[src/rtl/useq_pkg.sv]
// Shared constants and next-address mode encodings for the micro-sequencer.
package useq_pkg;

  localparam int ADDR_W_DEF      = 6;
  localparam int NUM_COND_DEF    = 8;
  localparam int OPC_W_DEF       = 4;
  localparam int STACK_DEPTH_DEF = 4;
  localparam int RESET_ADDR_DEF  = 18;

  typedef enum logic [2:0] {
    MODE_JUMP     = 3'b000,
    MODE_COND     = 3'b001,
    MODE_DISPATCH = 3'b010,
    MODE_CALL     = 3'b011,
    MODE_RET      = 3'b100
  } mode_e;

endpackage

[src/rtl/useq_stack.sv]
// Return-address stack: push/pop with occupancy count and full/empty status.
module useq_stack #(
  parameter int ADDR_W      = 6,
  parameter int STACK_DEPTH = 4
) (
  input  logic                           clk,
  input  logic                           rst,
  input  logic                           push,
  input  logic                           pop,
  input  logic [ADDR_W-1:0]              push_data,
  output logic [ADDR_W-1:0]              top,
  output logic [$clog2(STACK_DEPTH):0]   depth,
  output logic                           full,
  output logic                           empty
);

  localparam int PTR_W = $clog2(STACK_DEPTH);

  logic [ADDR_W-1:0] mem [STACK_DEPTH];
  logic [PTR_W:0]    top_idx;

  assign full    = (depth == (PTR_W+1)'(STACK_DEPTH));
  assign empty   = (depth == '0);
  assign top_idx = depth - (PTR_W+1)'(1);
  assign top     = empty ? '0 : mem[top_idx[PTR_W-1:0]];

  // Overflowing pushes and underflowing pops are dropped; the caller flags them.
  always_ff @(posedge clk) begin
    if (rst) begin
      depth <= '0;
      for (int i = 0; i < STACK_DEPTH; i++) mem[i] <= '0;
    end else if (push && !full) begin
      mem[depth[PTR_W-1:0]] <= push_data;
      depth                 <= depth + (PTR_W+1)'(1);
    end else if (pop && !empty) begin
      depth <= depth - (PTR_W+1)'(1);
    end
  end

endmodule

[src/rtl/micro_pc_unit.sv]
// Micro-program counter: next-address selection (jump/cond/dispatch/call/ret)
// with a return stack and sticky stack-error flags.
module micro_pc_unit
  import useq_pkg::*;
#(
  parameter int ADDR_W      = ADDR_W_DEF,
  parameter int NUM_COND    = NUM_COND_DEF,
  parameter int OPC_W       = OPC_W_DEF,
  parameter int STACK_DEPTH = STACK_DEPTH_DEF,
  parameter int RESET_ADDR  = RESET_ADDR_DEF
) (
  input  logic                          clk,
  input  logic                          rst,
  input  logic                          i_stall,
  input  logic [2:0]                    i_mode,
  input  logic [ADDR_W-1:0]             i_j_field,
  input  logic [$clog2(NUM_COND)-1:0]   i_cond_sel,
  input  logic [$clog2(ADDR_W)-1:0]     i_cond_bit,
  input  logic [NUM_COND-1:0]           i_cond,
  input  logic [OPC_W-1:0]              i_opcode,
  output logic [ADDR_W-1:0]             o_upc,
  output logic [ADDR_W-1:0]             o_next_addr,
  output logic [$clog2(STACK_DEPTH):0]  o_depth,
  output logic                          o_stack_ovf,
  output logic                          o_stack_unf
);

  localparam int SEL_W = $clog2(NUM_COND);

  logic              push_req, pop_req;
  logic              stack_full, stack_empty;
  logic [ADDR_W-1:0] stack_top, cond_mask, upc_inc;
  logic [SEL_W:0]    sel_ext;
  logic              cond_true;

  assign sel_ext   = {1'b0, i_cond_sel};
  assign cond_true = (sel_ext < (SEL_W+1)'(NUM_COND)) ? i_cond[i_cond_sel] : 1'b0;
  // Shift amounts past the top bit fall off, leaving the base address unchanged.
  assign cond_mask = cond_true ? (ADDR_W'(1) << i_cond_bit) : '0;
  assign upc_inc   = o_upc + ADDR_W'(1);

  always_comb begin
    o_next_addr = i_j_field;
    push_req    = 1'b0;
    pop_req     = 1'b0;
    case (i_mode)
      MODE_COND:     o_next_addr = i_j_field | cond_mask;
      MODE_DISPATCH: o_next_addr = ADDR_W'(i_opcode);
      MODE_CALL:     push_req    = 1'b1;
      MODE_RET: begin
        pop_req     = 1'b1;
        o_next_addr = stack_empty ? ADDR_W'(RESET_ADDR) : stack_top;
      end
      default: ;
    endcase
  end

  useq_stack #(
    .ADDR_W      (ADDR_W),
    .STACK_DEPTH (STACK_DEPTH)
  ) u_stack (
    .clk       (clk),
    .rst       (rst),
    .push      (push_req & ~i_stall),
    .pop       (pop_req & ~i_stall),
    .push_data (upc_inc),
    .top       (stack_top),
    .depth     (o_depth),
    .full      (stack_full),
    .empty     (stack_empty)
  );

  always_ff @(posedge clk) begin
    if (rst) begin
      o_upc       <= ADDR_W'(RESET_ADDR);
      o_stack_ovf <= 1'b0;
      o_stack_unf <= 1'b0;
    end else if (!i_stall) begin
      o_upc <= o_next_addr;
      if (push_req && stack_full) o_stack_ovf <= 1'b1;
      if (pop_req && stack_empty) o_stack_unf <= 1'b1;
    end
  end

endmodule

[config.mk]
export PLATFORM = sky130hd
export DESIGN_NAME = micro_pc_unit
export DESIGN_NICKNAME = d
export VERILOG_FILES = /design/src/rtl/useq_pkg.sv /design/src/rtl/useq_stack.sv /design/src/rtl/micro_pc_unit.sv
export SDC_FILE = /design/constraint.sdc
export NUM_CORES = 1
export LEC_CHECK = 0
export CELL_PAD_IN_SITES_DETAIL_PLACEMENT = 0
export CELL_PAD_IN_SITES_GLOBAL_PLACEMENT = 2
export CORE_AREA = 2 2 93 95
export CTS_BUF_LIST = sky130_fd_sc_hd__clkbuf_8
export DETAILED_ROUTE_END_ITERATION = 6
export DIE_AREA = 0 0 95 97
export PLACE_DENSITY = 0.69
export SLEW_MARGIN = 0
export SYNTH_ARGS = -nofsm -noshare
export SYNTH_HDL_FRONTEND = slang
export SYNTH_SLANG_ARGS = --single-unit
[constraint.sdc]
create_clock -name clk -period 2.6 [get_ports clk]
set_input_delay 0.65 -clock clk [delete_from_list [all_inputs] [get_ports clk]]
set_output_delay 0.65 -clock clk [all_outputs]
set_load 0.05 [all_outputs]
==> results.md <==
* Status: complete, but fails checks
* Failing checks: negative setup slack
* Initial core utilization at 24.4%
* Worst Tran Pin Value at 0.508 ns
* Clock Sinks at 35
* Gpl congestion at 0.714
* N_diodes at 0
* CTS tree: done
* Yosys warnings at 0
* Layout Utilization at 38.7%
* Maximum root-to-sink buffer count at 2
* Nets@finish at 308
* Mux share of post-synthesis cell area at 9.02%
* R2R Path Start: u_stack.depth[0]
* Leakage Power at 1.24 nW
* CP arrival at 1.99 ns
* Worst slew margin at 66.0%
* Root Buffer: clkbuf_8
* Initial antenna violation count at 0
* Initial DRC count at 69
* Simple-gate share of the synthesized area at 21.3%
* Vias in the first global route at 1804
* Slew Limit Fails at 0
* Die span in x at 95 um
* Vias at 1717
* First-pass DRT Iterations at 4
* Mapped Nets at 220
* Vias per cell at 4.52
* Switch Pwr at 415 uW
* Type of the worst setup path: primary input to primary output
* Full die area at 0.00922 mm^2
* Layout cell share with drive strength beyond 1 at 36.0%
* CP max FO at 4
* Number of synthesized flops with an enable pin at 24
* Maximum vdd drop at 249 uV
* Sw Share at 26.0%
* DR WL/cell at 14.7 um
* Hold Path Origin: o_stack_ovf
* Largest net degree at the start of global routing at 17
* CORE AREA at 0.00813 mm^2
* Internal power at 1.18 mW
* Total of max-cap violations at 0
* Power Density at 508 mW/mm^2
* R2R depth at 7
* Share of synthesized registers carrying an async set or reset at 0%
* Top_reg_cell synth: edfxtp_1
* Combinational family with the most area after synthesis: simple AND/OR/NAND/NOR gates
* Hold Path Class: register to register
* Synth Area in Adders at 2.52%
* Cells after Synth at 186
* R2r endpoint: o_upc[0]
* Seq/Total Area, Yosys at 47.4%
* Clock-pin slew on the worst setup and hold paths at 0.07 ns
* Clk network pwr share at 37.2%
* DP HPWL at 4.47 mm
* Synthesized area per cell at 10.7 um^2
* Worst skew pair latency at 0.29 ns
* Compound-cell area share of the yosys netlist at 12.7%
* GRT Total Usage at 13.1%
* Final setup viols at 4
* Final worst slack at -0.0416 ns
* I/O pins at 47
* Congestion Overflow GR at 0
* RSZ-0062 raised after global routing: true
* Worst endpoint required time at 1.95 ns
* Comb pwr share at 23.2%
* Most common cell after layout, fill and taps aside: buf_4
* Die H at 97 um
* Port Buffer Count at 46
* Worst Hold Slack at 0.477 ns
* Worst-path cell chain: buf_8, mux2i_4, a2111oi_4, nor4b_4, nand3b_1, nand3_2, buf_12
* Xor-xnor portion of the synthesized cell area at 3.09%
* Slowest stage cell on the critical path: nor4b_4
* Period minus WS final at 2.64 ns
* Hold Crit Depth at 2
* First-pass GRT wire length at 9.24 mm
* Commonest cells after routing, fill and taps aside: buf_4 (40), nor2_1 (39), clkdlybuf4s50_1 (26)
* Post-route setup TNS at -0.0998 ns
* Pre-CTS setup slack at -0.552 ns
* Clk_skew at 0.00840 ns
* # DRC at 0
* R2r setup slk at 0.79 ns
* Inserted Clock Buffers at 5
* Total Wirelength at 5.58 mm
* Hold Vio Cnt, Final at 0
* Highest clock rate at 0.379 GHz
* Largest stage delay, worst path at 0.34 ns
* Fill count at 848
* Final instance area at 0.00315 mm^2
* #FFs+latches synth at 35
* Final period utilization at 102%
* Num rows at 33
* Post-route ant nets at 0
* Worst hold path endpoint: o_stack_ovf
* Placed Area at 0.00288 mm^2
* Area Growth Syn to Fin at 58.5%
* H-tree depth at 2
* CP Launch Type: primary input
* Yosys cell types at 50
* Mapped Area at 0.00198 mm^2
* Sequential power share at 39.6%
* Critical Path End Type: primary output
-- kinds of logic after synthesis --
kind of cell	Yosys count
DFF	35
and+or+nand+nor	84
buffers and inverters	15
adders and majority gates	4
xor gates and xnor gates	7
AOI/OAI and AO/OA	31
muxes	10
-- sequential cells by signal, indices dropped and copies added, names as in the netlist --
name           cells
u_stack.mem       24
o_stack_ovf        1
o_upc              6
o_stack_unf        1
u_stack.depth      3
-- critical path, delay by kind of cell --
| family | cells | cell delay (ns) |
|---|---|---|
| AOI/OAI and AO/OA | 1 | 0.30 |
| buffers and inverters | 2 | 0.24 |
| muxes | 1 | 0.18 |
| and+or+nand+nor | 3 | 0.62 |
-- power by group through the flow --
stage | Combinational [mW] | Sequential, mW | Clock (mW)
after floorplan | 0.150 | 0.670 | 0
after global placement | 0.353 | 0.644 | 0
after detailed placement | 0.351 | 0.646 | 0
after CTS | 0.375 | 0.634 | 0.605
after global routing | 0.399 | 0.637 | 0.633
final | 0.370 | 0.633 | 0.594
-- final cells by class --
| type | instances | area (um^2) | share of cell area [%] |
|---|---|---|---|
| multi-input combinational | 136 | 1060 | 33.7 |
| sequential | 35 | 946 | 30.1 |
| timing repair buffer | 90 | 848 | 27.0 |
| tap | 105 | 131 | 4.18 |
| clock buffer | 5 | 68.8 | 2.19 |
| clock inverter | 3 | 67.6 | 2.15 |
| inverter | 6 | 25.0 | 0.796 |
-- worst max path at each step --
| stage | from | endpoint | slack [ns] |
|---|---|---|---|
| 2_1_floorplan | u_stack.depth[0] | o_next_addr[0] | -0.04 |
| 5_1_grt | i_cond_sel[0] | o_next_addr[2] | -0.17 |
| 3_5_place_dp | i_cond_sel[0] | o_next_addr[2] | -0.55 |
| 6_report | i_cond_sel[0] | o_next_addr[2] | -0.04 |
| 4_1_cts | i_cond_sel[0] | o_next_addr[2] | -0.14 |
| 3_3_place_gp | i_cond_sel[0] | o_next_addr[2] | -0.52 |
-- metrics by stage --
| step | power (mW) | cells |
|---|---|---|
| final | 1.60 | 380 |
| after global routing | 1.67 | 380 |
| after detailed placement | 0.997 | 367 |
| after global placement | 0.997 | 367 |
| after floorplan | 0.820 | 186 |
| after CTS | 1.61 | 379 |
-- per-layer routing --
| layer | wire (um) | part of all wire, % | track usage (%) |
|---|---|---|---|
| met1 | 2320 | 42 | 15.6 |
| met2 | 2850 | 51 | 23.3 |
| met3 | 360 | 6.5 | 3.43 |
| met4 | 47 | 0.84 | 2.68 |
| met5 | 0 | 0 | 0 |
-- repair_timing --
action	4_1_cts	5_1_grt
setup buffers	5	1
hold endpoints to repair	0	0
hold buffers	0	0
pin swaps	17	6
gates resized for setup	57	6
endpoints found under the setup margin	6	6
-- cell usage after synthesis, drive strengths merged (2+ instances only) --
master   n  area share (%)
mux2     3             1.7
nor2b    7             2.2
edfxtp  24              36
nor2    40             7.6
a221oi   2            0.88
a31oi    4             1.3
or3      3            0.95
mux4     6             6.8
dfxtp   11              11
a21oi    7             1.8
inv      6             1.1
xor2     3             1.3
nor3     3             1.0
nand2b   5             1.7
nand3    5             1.3
clkbuf   2            0.38
a311oi   2             1.2
buf      7             2.4
xnor2    4             1.8
nand2   12             2.3
o21ai    4             1.0
ha       4             2.5
nor3b    2            0.76
No activity file was read; power rests on OpenSTA's default activity.
==> variant 1 (config.mk and constraints unchanged) <==
Change the package constant `OPC_W_DEF` from 4 to 3.
--- a/src/rtl/useq_pkg.sv
+++ b/src/rtl/useq_pkg.sv
@@ -3,7 +3,7 @@
 
   localparam int ADDR_W_DEF      = 6;
   localparam int NUM_COND_DEF    = 8;
-  localparam int OPC_W_DEF       = 4;
+  localparam int OPC_W_DEF       = 3;
   localparam int STACK_DEPTH_DEF = 4;
   localparam int RESET_ADDR_DEF  = 18;
 
Ports: changed (resized i_opcode); port bits go from 47 to 46. The function was not compared with the original's and may differ.
==> variant 1 against the unedited design <==
The run still ends with setup timing left; final area is 0.52% lower; power is 12% lower; synthesized area is 0.13% higher; non-clock buffer count grew 3; critical path type unchanged; sequential cell count stayed put; worst setup slack lost 0.090 ns; wire length is 3.5% higher; sequential share of layout area rose by 0.16 points; core utilization fell by 0.20 points.
==> variant 1: results (changes against the unedited design) <==
INFO  metric final_net_count = 309 (+0.32%)
INFO  metric leakagePower = 1.24 nW (+0.20%)
INFO  metric timing.clock.skew = 0.00280 ns (-0.00560 ns)
INFO  metric dr_wl_met2 = 3050 um (+6.8%)
INFO  metric grtUsageMet2 = 23.4% (+0.11 points)
INFO  metric final_setup_violation_count = 6 (+2)
INFO  metric cp_data_arrival_time = 2.08 ns (+0.09 ns)
INFO  metric failed_checks = setup timing
INFO  metric dp_slack = -0.622 ns (-0.0709 ns)
INFO  metric syn-num-nets = 221 (+0.45%)
INFO  metric dr.pass1.iters = 6 (+2)
INFO  metric grt.met3_usage = 3.35% (-0.078 points)
INFO  metric status = complete, but fails checks
INFO  metric worst_slew_margin_rel = 65.5% (-0.50 points)
INFO  metric number_of_cells_in_the_design_after_placement = 360 (-1.9%)
INFO  metric synth_commonest_cells = sky130_fd_sc_hd__nor2_1 (37), sky130_fd_sc_hd__edfxtp_1 (24), sky130_fd_sc_hd__dfxtp_1 (11), sky130_fd_sc_hd__nand2b_1 (10), sky130_fd_sc_hd__inv_1 (8)
INFO  metric netSwitchingPower = 0.000409 W (-1.4%)
INFO  metric synthesis.instances = 188 (+1.1%)
INFO  metric detailroute.via_count = 1743 (+1.5%)
INFO  metric met1Wirelength = 2310 um (-0.26%)
INFO  metric cts_repair_resize_count = 51 (-11%)
INFO  metric layout-drive-gt1-share = 36.8% (+0.82 points)
INFO  metric totalWireLength = 5770 um (+3.5%)
INFO  metric synth_top_cells_by_area = sky130_fd_sc_hd__edfxtp_1 (36%), sky130_fd_sc_hd__dfxtp_1 (11%), sky130_fd_sc_hd__nor2_1 (7.0%), sky130_fd_sc_hd__mux4_2 (6.8%), sky130_fd_sc_hd__nand2b_1 (3.1%)
INFO  metric irDropWorstVdd = 0.165 mV (-34%)
INFO  metric postPlaceCellArea = 2920 um^2 (+1.2%)
INFO  metric synth_edf_count = 24 (unchanged)
INFO  metric first_iter_violations = 54 (-22%)
INFO  metric buffer_ports.inserted = 45 (-2.2%)
INFO  metric dpl.hpwl = 4510 um (+0.90%)
INFO  metric grt_pass1_vias = 1839 (+1.9%)
INFO  metric finalSetupTns = -0.665 ns (-0.566 ns)
INFO  metric post_synth_num_cell_types = 46 (-8.0%)
INFO  metric gp_congestion = 0.737 (+3.2%)
INFO  metric cp_slowest_cell = sky130_fd_sc_hd__a311o_2
INFO  metric largest_net_degree_at_the_start_of_global_routing = 18 (+1)
INFO  metric grt_pass1_wl = 9160 um (-0.82%)
INFO  metric grt_usage = 12.9% (-0.16 points)
INFO  metric ys_seq_area_share = 47.4% (-0.060 points)
INFO  metric top_delay_family_on_crit_path = buffers and inverters
INFO  metric postCtsSetupRepairBufs = 7 (+2)
INFO  metric setup_slack = -0.131 ns (-0.0897 ns)
INFO  metric fin_cells = 382 (+0.53%)
[variant 1: layout make-up]
type,count,area (um^2)
fill,785,5000
multi-input combinational,133,1080
sequential,35,946
timing repair buffer,93,852
tap,105,131
clock buffer,5,68.8
inverter,8,32.5
clock inverter,3,20.0
[variant 1: logic make-up (layout without fill, tap and decap cells)]
kind of cell               Yosys count  after routing  share of synthesized area [%]
buffers and inverters               20            109                           4.98
adders and majority gates            4              4                           2.52
and+or+nand+nor                     83             83                           22.2
AOI/OAI and AO/OA                   30             30                           11.5
muxes                               10             10                           8.82
DFF                                 35             35                           47.4
xor gates and xnor gates             6              6                           2.65
[variant 1: power groups by stage]
stage | Combinational, W | Clock [W] | Sequential (W)
final | 0.000377 | 0.000390 | 0.000631
after global placement | 0.000361 | 0 | 0.000643
after CTS | 0.000372 | 0.000411 | 0.000631
after global routing | 0.000405 | 0.000424 | 0.000634
after detailed placement | 0.000362 | 0 | 0.000643
after floorplan | 0.000161 | 0 | 0.000668
[variant 1: path summary, 6_finish.rpt]
path | startpoint | endpoint | slack [ns] | cells after the start
worst min register to register | o_stack_ovf$_SDFFE_PP0P_ | o_stack_ovf$_SDFFE_PP0P_ | 0.48 | 2
worst max-delay path | i_cond_sel[0] | o_next_addr[5] | -0.13 | 8
worst max register to register | u_stack.depth[0]$_SDFFE_PP0P_ | o_upc[1]$_SDFFE_PP1N_ | 0.38 | 10
worst min-delay path | o_stack_ovf$_SDFFE_PP0P_ | o_stack_ovf$_SDFFE_PP0P_ | 0.48 | 2
[variant 1: tightest hold or removal path: cells and delay by family, from the launching register on]
kind,cells,cell delay [ns]
DFF,1,0.34
AOI/OAI and AO/OA,1,0.04
and+or+nand+nor,1,0.07
==> variant 2 (same flow settings) <==
Made on the original files. Make the reset (`rst`) asynchronous in 2 clocked blocks.
--- a/src/rtl/useq_stack.sv
+++ b/src/rtl/useq_stack.sv
@@ -25,7 +25,7 @@
   assign top     = empty ? '0 : mem[top_idx[PTR_W-1:0]];
 
   // Overflowing pushes and underflowing pops are dropped; the caller flags them.
-  always_ff @(posedge clk) begin
+  always_ff @(posedge clk or posedge rst) begin
     if (rst) begin
       depth <= '0;
       for (int i = 0; i < STACK_DEPTH; i++) mem[i] <= '0;
--- a/src/rtl/micro_pc_unit.sv
+++ b/src/rtl/micro_pc_unit.sv
@@ -70,7 +70,7 @@
     .empty     (stack_empty)
   );
 
-  always_ff @(posedge clk) begin
+  always_ff @(posedge clk or posedge rst) begin
     if (rst) begin
       o_upc       <= ADDR_W'(RESET_ADDR);
       o_stack_ovf <= 1'b0;
Behaviour: differs if rst is asserted again (counterexample within 4 cycles, from zero or initial values and one cycle with rst high); with rst held inactive, the same outputs for 10 cycles.
==> variant 2 against the unedited design <==
Global-route usage fell by 0.55 points; non-clock buffer count shrank 4; synthesized area fell by 1.5%; sequential cell count stayed put; final area is 3.9% lower; the flow still finishes with violations (setup timing); worst setup slack got worse by 0.36 ns; wire length increased by 1.1%.
Power is not compared: it rests on default switching activity, and its combinational part moved more than twofold at a synthesized area within 25%.
==> variant 2: results (changes against the unedited design) <==
INFO  metric status = complete, but fails checks
INFO  metric failed_checks = setup timing
INFO  metric hold_end = o_stack_unf$_DFFE_PP0P_
INFO  metric post_synth_mux_area_share = 23.4% (+14 points)
INFO  metric met1Wirelength = 2580 um (+11%)
INFO  metric synthArstFlopShare = 100% (+100 points)
INFO  metric dr_wl_met2 = 2680 um (-6.2%)
INFO  metric met3_wl_post_dr = 354 um (-1.7%)
INFO  metric synthToLayoutAreaGrowth = 54.7%
INFO  metric hold-worst-slack = 0.466 ns (-0.0111 ns)
INFO  metric setup_slack = -0.397 ns (-0.356 ns)
INFO  metric worst_min_delay_path_startpoint = o_stack_unf$_DFFE_PP0P_
INFO  metric grt_pass1_vias = 1722 (-4.5%)
INFO  metric min_path_cells = 1 (-1)
INFO  metric register_area = 881 um^2 (-6.9%)
INFO  metric multi_input_area = 1100 um^2 (+4.4%)
INFO  metric cp_data_arrival_time = 2.35 ns (+0.36 ns)
INFO  metric fin_cells = 357 (-6.1%)
INFO  metric layout-drive-gt1-share = 42.5% (+6.5 points)
INFO  metric dp_slack = -0.483 ns (+0.0688 ns)
INFO  metric clock_buffers = 7 (+2)
INFO  metric totalWireLength = 5650 um (+1.1%)
INFO  metric postPlaceCellArea = 2910 um^2 (+0.87%)
INFO  metric avgViaCountPerCell = 4.54 (+0.55%)
INFO  metric gp_congestion = 0.834 (+17%)
INFO  metric synth_top_cells_by_area = sky130_fd_sc_hd__dfrtp_1 (42%), sky130_fd_sc_hd__mux2_2 (14%), sky130_fd_sc_hd__mux4_2 (5.8%), sky130_fd_sc_hd__ha_1 (3.8%), sky130_fd_sc_hd__nand2_1 (3.5%)
INFO  metric first_iter_violations = 109 (+58%)
INFO  metric rr_endpoint = o_upc[0]$_DFFE_PP0N_
INFO  metric synth_compound_gate_area_share = 12.4% (-0.32 points)
INFO  metric syn-num-nets = 200 (-9.1%)
INFO  metric grt_usage = 12.5% (-0.55 points)
INFO  metric clock_cell_area_share = 3.31% (-1.0 points)
INFO  metric ys_seq_area_share = 44.9% (-2.5 points)
INFO  metric design.seq.count = 35 (unchanged)
INFO  metric grt.met3_usage = 2.88% (-0.55 points)
INFO  metric timing.clock.skew = 0.00726 ns (-0.00115 ns)
INFO  metric grt_pass1_wl = 8850 um (-4.2%)
INFO  metric post_synth_num_cell_types = 40 (-20%)
INFO  metric multiInputCombCellCount = 118 (-13%)
INFO  metric synth_commonest_cells = sky130_fd_sc_hd__dfrtp_1 (33), sky130_fd_sc_hd__mux2_2 (24), sky130_fd_sc_hd__nand2_1 (18), sky130_fd_sc_hd__ha_1 (6)
INFO  metric final_setup_violation_count = 6 (+2)
INFO  metric synth_fa_ha_area_share = 3.84% (+1.3 points)
==> variant 2: cell types whose count changed in the layout (fill, tap and decap cells not counted), moves of 7 or more <==
cell	before	now
sky130_fd_sc_hd__mux2_2	0	23
sky130_fd_sc_hd__nor2_1	39	4
sky130_fd_sc_hd__dfrtp_1	0	31
sky130_fd_sc_hd__edfxtp_1	24	0
sky130_fd_sc_hd__nand2_1	9	18
sky130_fd_sc_hd__dfxtp_1	9	0
sky130_fd_sc_hd__a21oi_1	7	0
==> variant 2: worst max path at each step <==
stage	endpoint	depth (start not counted)	from
floorplan	o_next_addr[0]	7	u_stack.depth[0]$_DFFE_PP0P_
global placement	o_next_addr[2]	7	i_mode[0]
detailed placement	o_next_addr[0]	7	i_mode[1]
CTS	o_next_addr[0]	7	u_stack.depth[0]$_DFFE_PP0P_
global route	o_next_addr[0]	7	u_stack.depth[0]$_DFFE_PP0P_
finish	o_next_addr[0]	7	u_stack.depth[0]$_DFFE_PP0P_
